===== config.mk =====
export PLATFORM = sky130hd
export DESIGN_NAME = uart_rx_fifo_flat
export DESIGN_NICKNAME = d
export VERILOG_FILES = /design/src/rtl/uart_rx_fifo_if.sv /design/src/rtl/uart_rx_fifo.sv /design/src/flat_wrapper.sv
export SDC_FILE = /design/constraint.sdc
export NUM_CORES = 1
export LEC_CHECK = 0
export ABC_AREA = 1
export CAP_MARGIN = 25
export CORE_ASPECT_RATIO = 1.75
export CORE_MARGIN = 1
export CORE_UTILIZATION = 50
export CTS_BUF_LIST = sky130_fd_sc_hd__clkbuf_4
export CTS_CLUSTER_SIZE = 8
export DETAILED_ROUTE_END_ITERATION = 16
export GPL_TIMING_DRIVEN = 0
export HOLD_SLACK_MARGIN = 0.05
export PLACE_DENSITY_LB_ADDON = 0.08
export SYNTH_ARGS = -nofsm -noshare
export SYNTH_HDL_FRONTEND = slang
export SYNTH_SLANG_ARGS = --single-unit
export TNS_END_PERCENT = 1

===== constraint.sdc =====
create_clock -name clk_i -period 2.16 [get_ports clk_i]
set_input_delay 0.324 -clock clk_i [delete_from_list [all_inputs] [get_ports clk_i]]
set_output_delay 0.324 -clock clk_i [all_outputs]
set_load 0.01 [all_outputs]

===== src/rtl/uart_rx_fifo_if.sv =====
// rtl/uart_rx_fifo_if.sv - received-byte valid/ready handshake between uart_rx_fifo and its consumer
`timescale 1ns/1ps
interface uart_rx_fifo_if;
   logic [7:0] rx_data;
   logic       rx_valid;
   logic       rx_ready;

   modport master (output rx_data, output rx_valid, input rx_ready);
   modport slave  (input rx_data, input rx_valid, output rx_ready);
endinterface


===== src/rtl/uart_rx_fifo.sv =====
// rtl/uart_rx_fifo.sv - 8N1 UART receiver feeding a show-ahead byte FIFO
// Optional even-parity (8E1) framing is built when UART_RX_PARITY_EN is defined.
`timescale 1ns/1ps
module uart_rx_fifo #(
   parameter int CLK_HZ     = 50_000_000,
   parameter int BAUD       = 115200,
   parameter int FIFO_DEPTH = 8
) (
   input  logic                            clk_i,
   input  logic                            reset_i,
   input  logic                            rxd_i,
   uart_rx_fifo_if.master                  rx_if,
   output logic [$clog2(FIFO_DEPTH+1)-1:0] fifo_count_o,
   output logic                            busy_o,
   output logic                            frame_err_o,
   output logic                            overrun_o,
   output logic                            parity_err_o
);

   localparam int DIV = CLK_HZ / (BAUD * 16);
   localparam int DW  = (DIV > 1) ? $clog2(DIV) : 1;
   localparam int PW  = $clog2(FIFO_DEPTH);
   localparam int CW  = $clog2(FIFO_DEPTH + 1);

   typedef enum logic [2:0] {
      S_IDLE,
      S_START,
      S_DATA,
`ifdef UART_RX_PARITY_EN
      S_PARITY,
`endif
      S_STOP,
      S_BREAK
   } state_t;

   logic [DW-1:0] div_q;
   logic          tick;
   logic          rxd_meta_q;
   logic          rxd_s_q;
   state_t        state_q;
   logic [3:0]    phase_q;
   logic [2:0]    bitcnt_q;
   logic [7:0]    shift_q;
   logic          frame_err_q;
   logic          overrun_q;
   logic          stop_hit;
   logic          push;
   logic          pop;
   logic          full;
   logic          wr_en;
   logic [7:0]    mem_q [FIFO_DEPTH];
   logic [PW-1:0] wr_ptr_q;
   logic [PW-1:0] rd_ptr_q;
   logic [CW-1:0] count_q;
   logic [CW-1:0] count_d;

   assign tick = (div_q == DW'(DIV - 1));

   // Free-running 16x oversampling tick; frames align to it through the phase counter
   always_ff @(posedge clk_i) begin
      if (reset_i) begin
         div_q <= '0;
      end else if (tick) begin
         div_q <= '0;
      end else begin
         div_q <= div_q + DW'(1);
      end
   end

   // Two-flop synchronizer; idles high so reset never looks like a start bit
   always_ff @(posedge clk_i) begin
      if (reset_i) begin
         rxd_meta_q <= 1'b1;
         rxd_s_q    <= 1'b1;
      end else begin
         rxd_meta_q <= rxd_i;
         rxd_s_q    <= rxd_meta_q;
      end
   end

   assign stop_hit = (state_q == S_STOP) && tick && (phase_q == 4'd15);

`ifdef UART_RX_PARITY_EN
   logic par_q;
   logic parity_err_q;
   logic par_bad;

   // Even parity: data bits plus parity bit must hold an even number of ones
   assign par_bad      = ^{shift_q, par_q};
   assign push         = stop_hit && rxd_s_q && !par_bad;
   assign parity_err_o = parity_err_q;
`else
   assign push         = stop_hit && rxd_s_q;
   assign parity_err_o = 1'b0;
`endif

   // Frame FSM: start-bit midpoint qualification, 16-tick bit sampling, stop check
   always_ff @(posedge clk_i) begin
      if (reset_i) begin
         state_q      <= S_IDLE;
         phase_q      <= '0;
         bitcnt_q     <= '0;
         shift_q      <= '0;
         frame_err_q  <= 1'b0;
`ifdef UART_RX_PARITY_EN
         par_q        <= 1'b0;
         parity_err_q <= 1'b0;
`endif
      end else begin
         frame_err_q  <= 1'b0;
`ifdef UART_RX_PARITY_EN
         parity_err_q <= 1'b0;
`endif
         case (state_q)
            S_IDLE: begin
               phase_q  <= '0;
               bitcnt_q <= '0;
               if (!rxd_s_q) begin
                  state_q <= S_START;
               end
            end
            S_START: begin
               if (tick) begin
                  if (phase_q == 4'd7) begin
                     phase_q <= '0;
                     state_q <= rxd_s_q ? S_IDLE : S_DATA;
                  end else begin
                     phase_q <= phase_q + 4'd1;
                  end
               end
            end
            S_DATA: begin
               if (tick) begin
                  phase_q <= phase_q + 4'd1;
                  if (phase_q == 4'd15) begin
                     shift_q  <= {rxd_s_q, shift_q[7:1]};
                     bitcnt_q <= bitcnt_q + 3'd1;
                     if (bitcnt_q == 3'd7) begin
`ifdef UART_RX_PARITY_EN
                        state_q <= S_PARITY;
`else
                        state_q <= S_STOP;
`endif
                     end
                  end
               end
            end
`ifdef UART_RX_PARITY_EN
            S_PARITY: begin
               if (tick) begin
                  phase_q <= phase_q + 4'd1;
                  if (phase_q == 4'd15) begin
                     par_q   <= rxd_s_q;
                     state_q <= S_STOP;
                  end
               end
            end
`endif
            S_STOP: begin
               if (tick) begin
                  phase_q <= phase_q + 4'd1;
                  if (phase_q == 4'd15) begin
                     if (!rxd_s_q) begin
                        frame_err_q <= 1'b1;
                        state_q     <= S_BREAK;
                     end else begin
`ifdef UART_RX_PARITY_EN
                        parity_err_q <= par_bad;
`endif
                        state_q <= S_IDLE;
                     end
                  end
               end
            end
            S_BREAK: begin
               if (rxd_s_q) begin
                  state_q <= S_IDLE;
               end
            end
            default: state_q <= S_IDLE;
         endcase
      end
   end

   assign pop   = (count_q != '0) && rx_if.rx_ready;
   assign full  = (count_q == CW'(FIFO_DEPTH));
   assign wr_en = push && (!full || pop);

   // Occupancy next-state; simultaneous push and pop leave the count unchanged
   always_comb begin
      count_d = count_q;
      case ({wr_en, pop})
         2'b10:   count_d = count_q + CW'(1);
         2'b01:   count_d = count_q - CW'(1);
         default: count_d = count_q;
      endcase
   end

   // Show-ahead FIFO storage and pointers; a push into a full FIFO without a pop is dropped
   always_ff @(posedge clk_i) begin
      if (reset_i) begin
         for (int i = 0; i < FIFO_DEPTH; i++) begin
            mem_q[i] <= '0;
         end
         wr_ptr_q  <= '0;
         rd_ptr_q  <= '0;
         count_q   <= '0;
         overrun_q <= 1'b0;
      end else begin
         if (wr_en) begin
            mem_q[wr_ptr_q] <= shift_q;
            wr_ptr_q        <= wr_ptr_q + PW'(1);
         end
         if (pop) begin
            rd_ptr_q <= rd_ptr_q + PW'(1);
         end
         count_q   <= count_d;
         overrun_q <= push && full && !pop;
      end
   end

   assign rx_if.rx_data  = mem_q[rd_ptr_q];
   assign rx_if.rx_valid = (count_q != '0);
   assign fifo_count_o   = count_q;
   assign busy_o         = (state_q != S_IDLE);
   assign frame_err_o    = frame_err_q;
   assign overrun_o      = overrun_q;

endmodule


===== src/flat_wrapper.sv =====
// flat-port wrapper written by rule: the top's interface ports become plain ports
module uart_rx_fifo_flat 
#(
   parameter int CLK_HZ     = 50_000_000,
   parameter int BAUD       = 115200,
   parameter int FIFO_DEPTH = 8
)
  (clk_i, reset_i, rxd_i, fifo_count_o, busy_o, frame_err_o, overrun_o, parity_err_o, rx_if_rx_data, rx_if_rx_valid, rx_if_rx_ready);
  uart_rx_fifo_if rx_if_i ();
  input  logic clk_i;
  input  logic reset_i;
  input  logic rxd_i;
  output logic [$clog2(FIFO_DEPTH+1)-1:0] fifo_count_o;
  output logic busy_o;
  output logic frame_err_o;
  output logic overrun_o;
  output logic parity_err_o;
  output wire logic [$bits(rx_if_i.rx_data)-1:0] rx_if_rx_data;
  output wire logic [$bits(rx_if_i.rx_valid)-1:0] rx_if_rx_valid;
  input wire logic [$bits(rx_if_i.rx_ready)-1:0] rx_if_rx_ready;
  assign rx_if_rx_data = rx_if_i.rx_data;
  assign rx_if_rx_valid = rx_if_i.rx_valid;
  assign rx_if_i.rx_ready = rx_if_rx_ready;
  uart_rx_fifo #(.CLK_HZ(CLK_HZ), .BAUD(BAUD), .FIFO_DEPTH(FIFO_DEPTH)) u_core (.clk_i(clk_i), .reset_i(reset_i), .rxd_i(rxd_i), .rx_if(rx_if_i), .fifo_count_o(fifo_count_o), .busy_o(busy_o), .frame_err_o(frame_err_o), .overrun_o(overrun_o), .parity_err_o(parity_err_o));
endmodule

# After elaboration in Yosys (flattened, before gate mapping)
# Memory sizes are Yosys's and may differ from the RTL's. A register that Yosys moved wholly into a read port is not among the register bits.
# Index checks and enable logic that the tools add are counted.
[classes] n_eq_ne=21 addsub=7 n_mux=31 bitwise_logic=3 n_reduce_logical=24
[ops] operator="3-bit two-way mux" n=15
[ops] operator="2-bit by 1-bit inequality test with 1-bit output, second input constant" n=8
[ops] operator="3-bit one-hot mux with 5 select lines" n=1
[ops] operator="4-bit two-way mux" n=3
[ops] operator="4-bit one-hot mux with 3 select lines" n=1
[ops] operator="3-bit by 1-bit adder with 3-bit output, second input constant" n=3
[ops] operator="3-bit AND reduction" n=3
[ops] operator="9-bit AND reduction" n=1
[ops] operator="4-bit by 1-bit adder with 4-bit output, second input constant" n=2
[ops] operator="4-bit equality test, second input constant" n=2
[ops] operator="8-bit two-way mux" n=1
[ops] operator="4-bit one-hot mux with 2 select lines" n=1
[ops] operator="8-bit OR reduction" n=1
[ops] operator="1-bit logical AND" n=7
[ops] operator="1-bit two-way mux" n=7
[ops] operator="3-bit by 2-bit equality test with 1-bit output, second input constant" n=2
[ops] operator="3-bit equality test, second input constant" n=2
[ops] operator="3-bit one-hot mux with 2 select lines" n=1
[ops] operator="3-bit nonzero test" n=2
[ops] operator="5-bit by 1-bit adder with 5-bit output, second input constant" n=1
[ops] operator="5-bit equality test, second input constant" n=1
[ops] operator="4-bit by 3-bit equality test with 1-bit output, second input constant" n=1
[ops] operator="2-bit inequality test, second input constant" n=2
[ops] operator="2-bit nonzero test" n=2
[ops] operator="other kinds (12)" n=16
[word_totals] reg_bits=37 out_inout_bits=17 word_cells=99 n_memories=1 ram_bits=64 input_bits=4
[memory_table] name="u_core.mem_q" words=8 width=8 rd=1 rd_clocked_by_memory_dff=1 wr=8 line="uart_rx_fifo.sv:51" rtl="logic [7:0] mem_q [FIFO_DEPTH];"

# Logic depth before layout (Yosys ltp)
# Gate-level depths: netlist (run 1).
[logic_depth] word_depth=10 depth_mapped=17

# Least setup slack after synthesis (run 1)
# Ideal clock, no wire load.
[synth_timing] kind="register -> register" start="register u_core.phase_q[0]" end="memory u_core.mem_q[6][0], enable pin" path_buffers=0 path_stages_with_launch=8 arrival_time_ns=1.886 slack_ns=-0.111 cell_sequence="dfxtp_1 ha_1 nand3_2 nor2_4 nand4_4 nor2_4 nand2_4 o21ai_0"
[synth_lines] item="start: declaration" line="uart_rx_fifo.sv:41" rtl="logic [3:0] phase_q;"
[synth_lines] item="start signal: assignment" line="uart_rx_fifo.sv:128" rtl="phase_q <= phase_q + 4'd1;"
[synth_lines] item="start signal: assignment" line="uart_rx_fifo.sv:134" rtl="phase_q <= phase_q + 4'd1;"
[synth_lines] item="start signal: assignment" line="uart_rx_fifo.sv:161" rtl="phase_q <= phase_q + 4'd1;"
[synth_lines] item="end: declaration" line="uart_rx_fifo.sv:51"

==> results of run 1 <==
cell usage in the layout, fill, tap and decap left out, drive strengths merged:
cell type,Yosys,final
xnor2,1,1
nand2,84,84
inv,34,36
conb,1,1
clkinv,8,9
nor2,117,117
xor2,4,4
o211ai,1,1
a21oi,22,22
bufinv,0,2
clkbuf,15,24
nand3b,1,1
clkdlybuf4s50,0,11
nand4,2,2
clkdlybuf4s15,0,1
dfxtp,40,40
buf,5,32
o32ai,16,16
or2,2,2
o21ai,37,37
edfxtp,64,64
nand3,19,19
nor3,37,37
ha,10,10
a22oi,2,2
cell families after synthesis:
family	count (synthesis)	share of synthesized area
AOI/OAI and AO/OA	78	0.0942
xor gates and xnor gates	5	0.00900
adders and majority gates	10	0.0257
buffers and inverters	62	0.0525
DFF	104	0.560
other	1	0.000771
and+or+nand+nor	262	0.258
cell type report:
cell class              instances  area share
plain buffers                  20      0.0328
clock buffers                  11      0.0142
clock inverters                 5      0.0125
inverters                      42      0.0283
multi-input cells             356       0.364
flip-flops and latches        104       0.469
well taps                     122      0.0262
repair buffers                 37      0.0532
critical path, cell delays in order (launching register included):
cell and delay (ns):
dfxtp_4 0.42, inv_6 0.10, clkbuf_16 0.15, buf_6 0.09
nor2_2 0.03, o32ai_2 0.23, nand2_1 0.14, nand2_1 0.09
buf_2 0.13
Yosys cell counts, drive strengths merged (2+ instances only):
library cell,instances,area share
buf,5,0.0085
nand4,2,0.0057
ha,10,0.026
xor2,4,0.0072
dfxtp,40,0.16
nor2,117,0.099
edfxtp,64,0.40
a21oi,22,0.023
a22oi,2,0.0031
nand3,19,0.021
clkinv,8,0.0062
nand2,84,0.070
inv,34,0.026
o32ai,16,0.029
nor3,37,0.059
clkbuf,15,0.012
o21ai,37,0.038
or2,2,0.0026
registers in the layout, indices dropped and copies added, names as in the netlist, 4 cells and up, named ones only:
signal / flops
u_core.div_q: 5
u_core.phase_q: 4
u_core.shift_q: 8
u_core.mem_q: 64
u_core.fifo_count_o: 4
layer usage:
metal | part of all wire | vias up | GRT usage
li1 | - | 1864 | -
met3 | 0.025 | 29 | 0.0324
met1 | 0.37 | 1788 | 0.243
met4 | 0.040 | 0 | 0.140
met2 | 0.56 | 85 | 0.436
met5 | 0 | - | 0
power by group:
| group | switching, uW | leakage, uW | internal [uW] | total (uW) |
|---|---|---|---|---|
| Sequential | 152 | 0.000935 | 2250 | 2400 |
| Clock | 620 | 0.0000913 | 490 | 1110 |
| Combinational | 1160 | 0.00113 | 980 | 2140 |
| Total | 1940 | 0.00216 | 3720 | 5650 |
worst paths after layout:
path                                                 start                                  end  slack [ns]  cells after the start
worst max-delay path                             flip-flop                     rx_if_rx_data[0]        0.01                      8
worst min-delay path                                 rxd_i         u_core.rxd_meta_q$_SDFF_PP1_        0.41                      2
worst max register to register  u_core.div_q[0]$_SDFF_PP0_  u_core.fifo_count_o[2]$_SDFFE_PP0P_        0.04                     14
worst min register to register  u_core.div_q[0]$_SDFF_PP0_           u_core.div_q[0]$_SDFF_PP0_        0.43                      1
metrics by stage:
stage	worst slack, ns	TNS (ns)	hold WS, ns	util
final	0.0122	0	0.413	0.616
after global routing	-0.0721	-1.57	0.377	0.616
after CTS	-0.0857	-0.205	0.391	0.593
after detailed placement	-0.713	-39.21	0.399	0.550
after global placement	-0.669	-37.75	0.400	0.550
after floorplan	-0.111	-2.57	0.389	-
what timing repair did:
item	4_1_cts	5_1_grt
pin swaps	12	27
endpoints found under the setup margin	75	75
gates cloned	0	2
buffers inserted	5	10
endpoints found under the hold margin	0	0
gates resized for setup	87	46
==> results by group, run 1 <==
Status
  • Outcome: finished clean

Detailed routing
  • Via count: 3766
  • Detailed-route DRC error count: 0
  • Drt pass-1 iters: 5
  • Post-route antenna net violation count: 0
  • Starting DRT DRC Count: 228
  • Final wirelength: 11.5 mm
  • Via density: 5.40
  • DR WL/cell: 16.4 um

Placement
  • Placed cell count: 664
  • DP HPWL: 8.21 mm
  • Routability congestion estimate: 0.863
  • Port Buffer Count: 19
  • Placed Area: 0.00521 mm2

Finish
  • Fin area: 0.00583 mm2
  • Share of post-route cells with drive strength above 1: 0.245
  • NumNets Final: 584
  • Final non-filler cell total: 697
  • Fillers: 857
  • Multi-input gate area: 0.00212 mm2
  • FF+latch area: 0.00273 mm2
  • Antenna diodes: 0
  • Area delta synth->final: 19.8%

Critical path
  • Critical setup path kind: reg -> out
  • Worst Path Max Fanout: 7
  • Worst setup SP type: flip-flop
  • Worst path required time: 1.84 ns
  • Critical path endpoint category: output port
  • Data arrival, critical path: 1.82 ns

Clock tree
  • CTS Sinks: 104
  • Worst skew pair latency: 0.46 ns
  • Clock transition at path regs: 0.15 ns
  • TritonCTS clock tree: built
  • Number of hold buffers added after cts: 0
  • Worst-case clock buffer depth: 2
  • Clk root buf: clkbuf_4
  • CTS buffer count: 9
  • H-tree lvl count: 3

Die
  • I/O pins: 21
  • Die Area: 0.0101 mm2
  • Die X: 76.6 um
  • Starting density of the core: 0.514
  • FP Rows: 47
  • Die Y: 132 um
  • Core ar.: 0.00947 mm2

Timing
  • Max Freq: 466 MHz
  • Max_slew headroom: 0.568
  • RSZ-0062 raised after global routing: true
  • Final Skew: 0.0132 ns
  • Final Critical Period: 2.15 ns
  • Total count of max-transition violations in the final report: 0
  • Final hold vios: 0
  • Setup Viol. Count Final: 0
  • Slew @ Worst Pin: 0.648 ns
  • Final Cycle Share: 0.994

Logic synthesis
  • Mapped Cells: 522
  • Avg Cell Area, Syn: 9.32 um2
  • Asr flop ratio synth: 0
  • FF+latch count, synth: 104
  • Mapped cell area: 0.00486 mm2
  • Net count after synthesis: 536
  • EDFF count, synth: 64
  • Seq/Total Area, Yosys: 0.560
  • Netlist cell types: 31
  • Top FF cell, synth: edfxtp_1
  • Ys Warns: 0

Power
  • VDD IR max: 0.621 mV
  • Tot Pwr: 5650 uW
  • Power per cell area: 970 mW/mm2
  • Leak: 0.00216 uW

GRT
  • Total grt overflow: 0
  • First-pass GRT wire length: 17.8 mm
  • Pin count of the biggest net entering global routing: 17
  • GRT Util Overall: 0.233
  • Initial antenna violation count: 0
  • Vias in the first global route: 3625

Flow run
  • Maxcap violations: 0

Hold path
  • Hold Crit Class: in -> reg
Note: power is estimated with default switching activity, not from simulation.
==> run 2, diff against run 1 <==
--- a/config.mk
+++ b/config.mk
@@ -6,7 +6,7 @@
 export NUM_CORES = 1
 export LEC_CHECK = 0
 export ABC_AREA = 1
-export CAP_MARGIN = 25
+export CAP_MARGIN = 30
 export CORE_ASPECT_RATIO = 1.75
 export CORE_MARGIN = 1
 export CORE_UTILIZATION = 50
==> constraint.sdc (replaced) <==
create_clock -name clk_i -period 2.65 [get_ports clk_i]
set_input_delay 0.3975 -clock clk_i [delete_from_list [all_inputs] [get_ports clk_i]]
set_output_delay 0.3975 -clock clk_i [all_outputs]
set_load 0.01 [all_outputs]
==> run 2 against run 1 <==
Global-route usage down 0.17 points. Sequential share of layout area up 2.9 points. Non-clock buffer count down 15. Worst hold slack better by 0.019 ns. Sequential cell count unchanged. Power down 24%. Combinational power down 32%. Clock-buffer cell count unchanged.
==> results by group, run 2 (synthesis results as in run 1) <==
Status
  • Outcome: finished clean

Timing
  • RSZ-0062 raised after global routing: true
  • Total count of max-transition violations in the final report: 0
  • Final Cycle Share: 0.981
  • Max Freq: 385 MHz
  • Setup Viol. Count Final: 0
  • Min Hold Slack: 0.432 ns
  • Max_slew headroom: 0.540
  • Final hold vios: 0
  • Slew @ Worst Pin: 0.690 ns
  • Final Skew: 0.0189 ns
  • Final Critical Period: 2.60 ns

Critical path
  • R2r setup slk: 0.24 ns
  • Worst Path Max Fanout: 10
  • Worst path required time: 2.25 ns
  • Worst reg-to-reg path cell count: 11
  • Critical path endpoint category: output port
  • Data arrival, critical path: 2.20 ns
  • Crit Reg-Reg Startpoint: u_core.phase_q[0]$_SDFFE_PP0P_
  • Worst setup SP type: flip-flop
  • Critical setup path kind: reg -> out
  • Reg2reg end: u_core.fifo_count_o[2]$_SDFFE_PP0P_

Hold path
  • Hold Path Origin: u_core.rxd_meta_q$_SDFF_PP1_
  • Worst Hold Depth: 1
  • Hold Path Sink: u_core.rxd_s_q$_SDFF_PP1_
  • Hold Crit Class: reg -> reg

Detailed routing
  • DR WL/cell: 16.2 um
  • Final wirelength: 11.0 mm
  • Via density: 5.38
  • Detailed-route DRC error count: 0
  • Post-route antenna net violation count: 0
  • Starting DRT DRC Count: 277
  • Drt pass-1 iters: 4
  • Via count: 3675

Die
  • Die Y: 132 um
  • Die X: 76.6 um
  • Starting density of the core: 0.514
  • Die Area: 0.0101 mm2
  • FP Rows: 47
  • Core ar.: 0.00947 mm2
  • I/O pins: 21

Clock tree
  • CTS Sinks: 104
  • Worst skew pair latency: 0.46 ns
  • Number of hold buffers added after cts: 0
  • Clock transition at path regs: 0.14 ns
  • Worst-case clock buffer depth: 2
  • CTS buffer count: 9
  • TritonCTS clock tree: built
  • Clk root buf: clkbuf_4
  • H-tree lvl count: 3

GRT
  • Total grt overflow: 0
  • Met1 Use GR: 0.242
  • GRT met3 Usage: 0.0434
  • GRT Util Overall: 0.232
  • Vias in the first global route: 3679
  • Pin count of the biggest net entering global routing: 17
  • Initial antenna violation count: 1
  • Grt met2 use: 0.432
  • First-pass GRT wire length: 17.7 mm
  • Busiest grt layer: met2

Finish
  • Commonest non-fill, non-tap cell in the layout: nor2_1
  • Share of post-route cells with drive strength above 1: 0.139
  • Top reg by flops: u_core.mem_q
  • NumNets Final: 569
  • Biggest regs: u_core.mem_q: 64 flops, u_core.shift_q: 8 flops, u_core.div_q: 5 flops
  • Area delta synth->final: 12.6%
  • Most frequent cells in the layout: 111 x nor2_1, 77 x nand2_1, 64 x edfxtp_1
  • Number of flip-flops in the largest register: 64

Power
  • VDD IR max: 0.423 mV
  • Tot Pwr: 4280 uW
  • Power per cell area: 782 mW/mm2
  • Leak: 0.00202 uW

Flow run
  • Maxcap violations: 0

Placement
  • Routability congestion estimate: 0.863
  • Port Buffer Count: 19
  • DP HPWL: 8.18 mm
==> run 2: cell count changes in the layout (fill, tap and decap cells not counted), moves of 4 or more <==
| cell | change |
|---|---|
| nor2_1 | +9 |
| nand2_1 | +5 |
| ha_1 | +4 |
| clkdlybuf4s50_1 | +7 |
| buf_6 | -5 |
| buf_4 | -14 |
| inv_1 | +4 |
| dfxtp_2 | -5 |
| nand2_2 | -4 |
| nor2_2 | -8 |
| dfxtp_1 | +5 |
| o21ai_0 | +6 |
==> run 2: how the worst max path moves through the flow <==
| stage | endpoint | from | depth (start not counted) | slack (ns) |
|---|---|---|---|---|
| 2_1_floorplan | u_core.mem_q[6][0]$_SDFFCE_PN0P_ | u_core.phase_q[0]$_SDFFE_PP0P_ | 7 | 0.38 |
| 3_3_place_gp | u_core.mem_q[6][0]$_SDFFCE_PN0P_ | reset_i | 5 | -0.25 |
| 3_5_place_dp | u_core.mem_q[3][3]$_SDFFCE_PN0P_ | reset_i | 5 | -0.25 |
| 4_1_cts | rx_if_rx_data[3] | flip-flop | 7 | -0.03 |
| 5_1_grt | rx_if_rx_data[3] | flip-flop | 7 | -0.09 |
| 6_report | rx_if_rx_data[3] | flip-flop | 7 | 0.05 |
==> run 2: worst max-delay path, stage by stage, from the launching register on <==
cell	delay, ns
dfxtp_4	0.40
inv_2	0.10
clkbuf_8	0.18
nor2_1	0.06
o32ai_2	0.27
nand2_1	0.12
nand2_1	0.09
clkdlybuf4s50_1	0.53
==> run 2: routing by layer <==
layer	up-vias	share of wire
met1	1732	0.38
met2	80	0.55
met5	-	0
li1	1839	-
met3	24	0.035
met4	0	0.037
==> run 2: power breakdown <==
part	total [uW]	internal (uW)	switching [uW]
Clock	905	399	506
Combinational	1450	615	831
Sequential	1930	1830	100
==> run 2: stage by stage <==
stage | setup slack (ns) | std cells | util | area, um2 | TNS [ns]
5_1_grt | -0.0935 | 683 | 0.578 | 5470 | -0.258
2_1_floorplan | 0.379 | 522 | - | 4860 | 0
4_1_cts | -0.0342 | 682 | 0.575 | 5450 | -0.0652
6_report | 0.0495 | 683 | 0.578 | 5470 | 0
3_5_place_dp | -0.247 | 666 | 0.551 | 5220 | -5.26
3_3_place_gp | -0.252 | 663 | 0.550 | 5210 | -8.36
==> run 2: what timing repair did <==
action                                  4_1_cts  5_1_grt
buffers inserted                              0        0
endpoints found under the setup margin       16        9
gates resized for setup                      23       10
pin swaps                                     1        3
==> run 2: area by class of cell <==
class / instances / area (um2)
fill: 864 / 3990
sequential: 104 / 2730
multi-input combinational: 356 / 1930
timing repair buffer: 22 / 208
inverter: 42 / 158
tap: 122 / 153
buffer: 20 / 140
clock buffer: 11 / 82.6
clock inverter: 5 / 72.6
antenna: 1 / 2.50
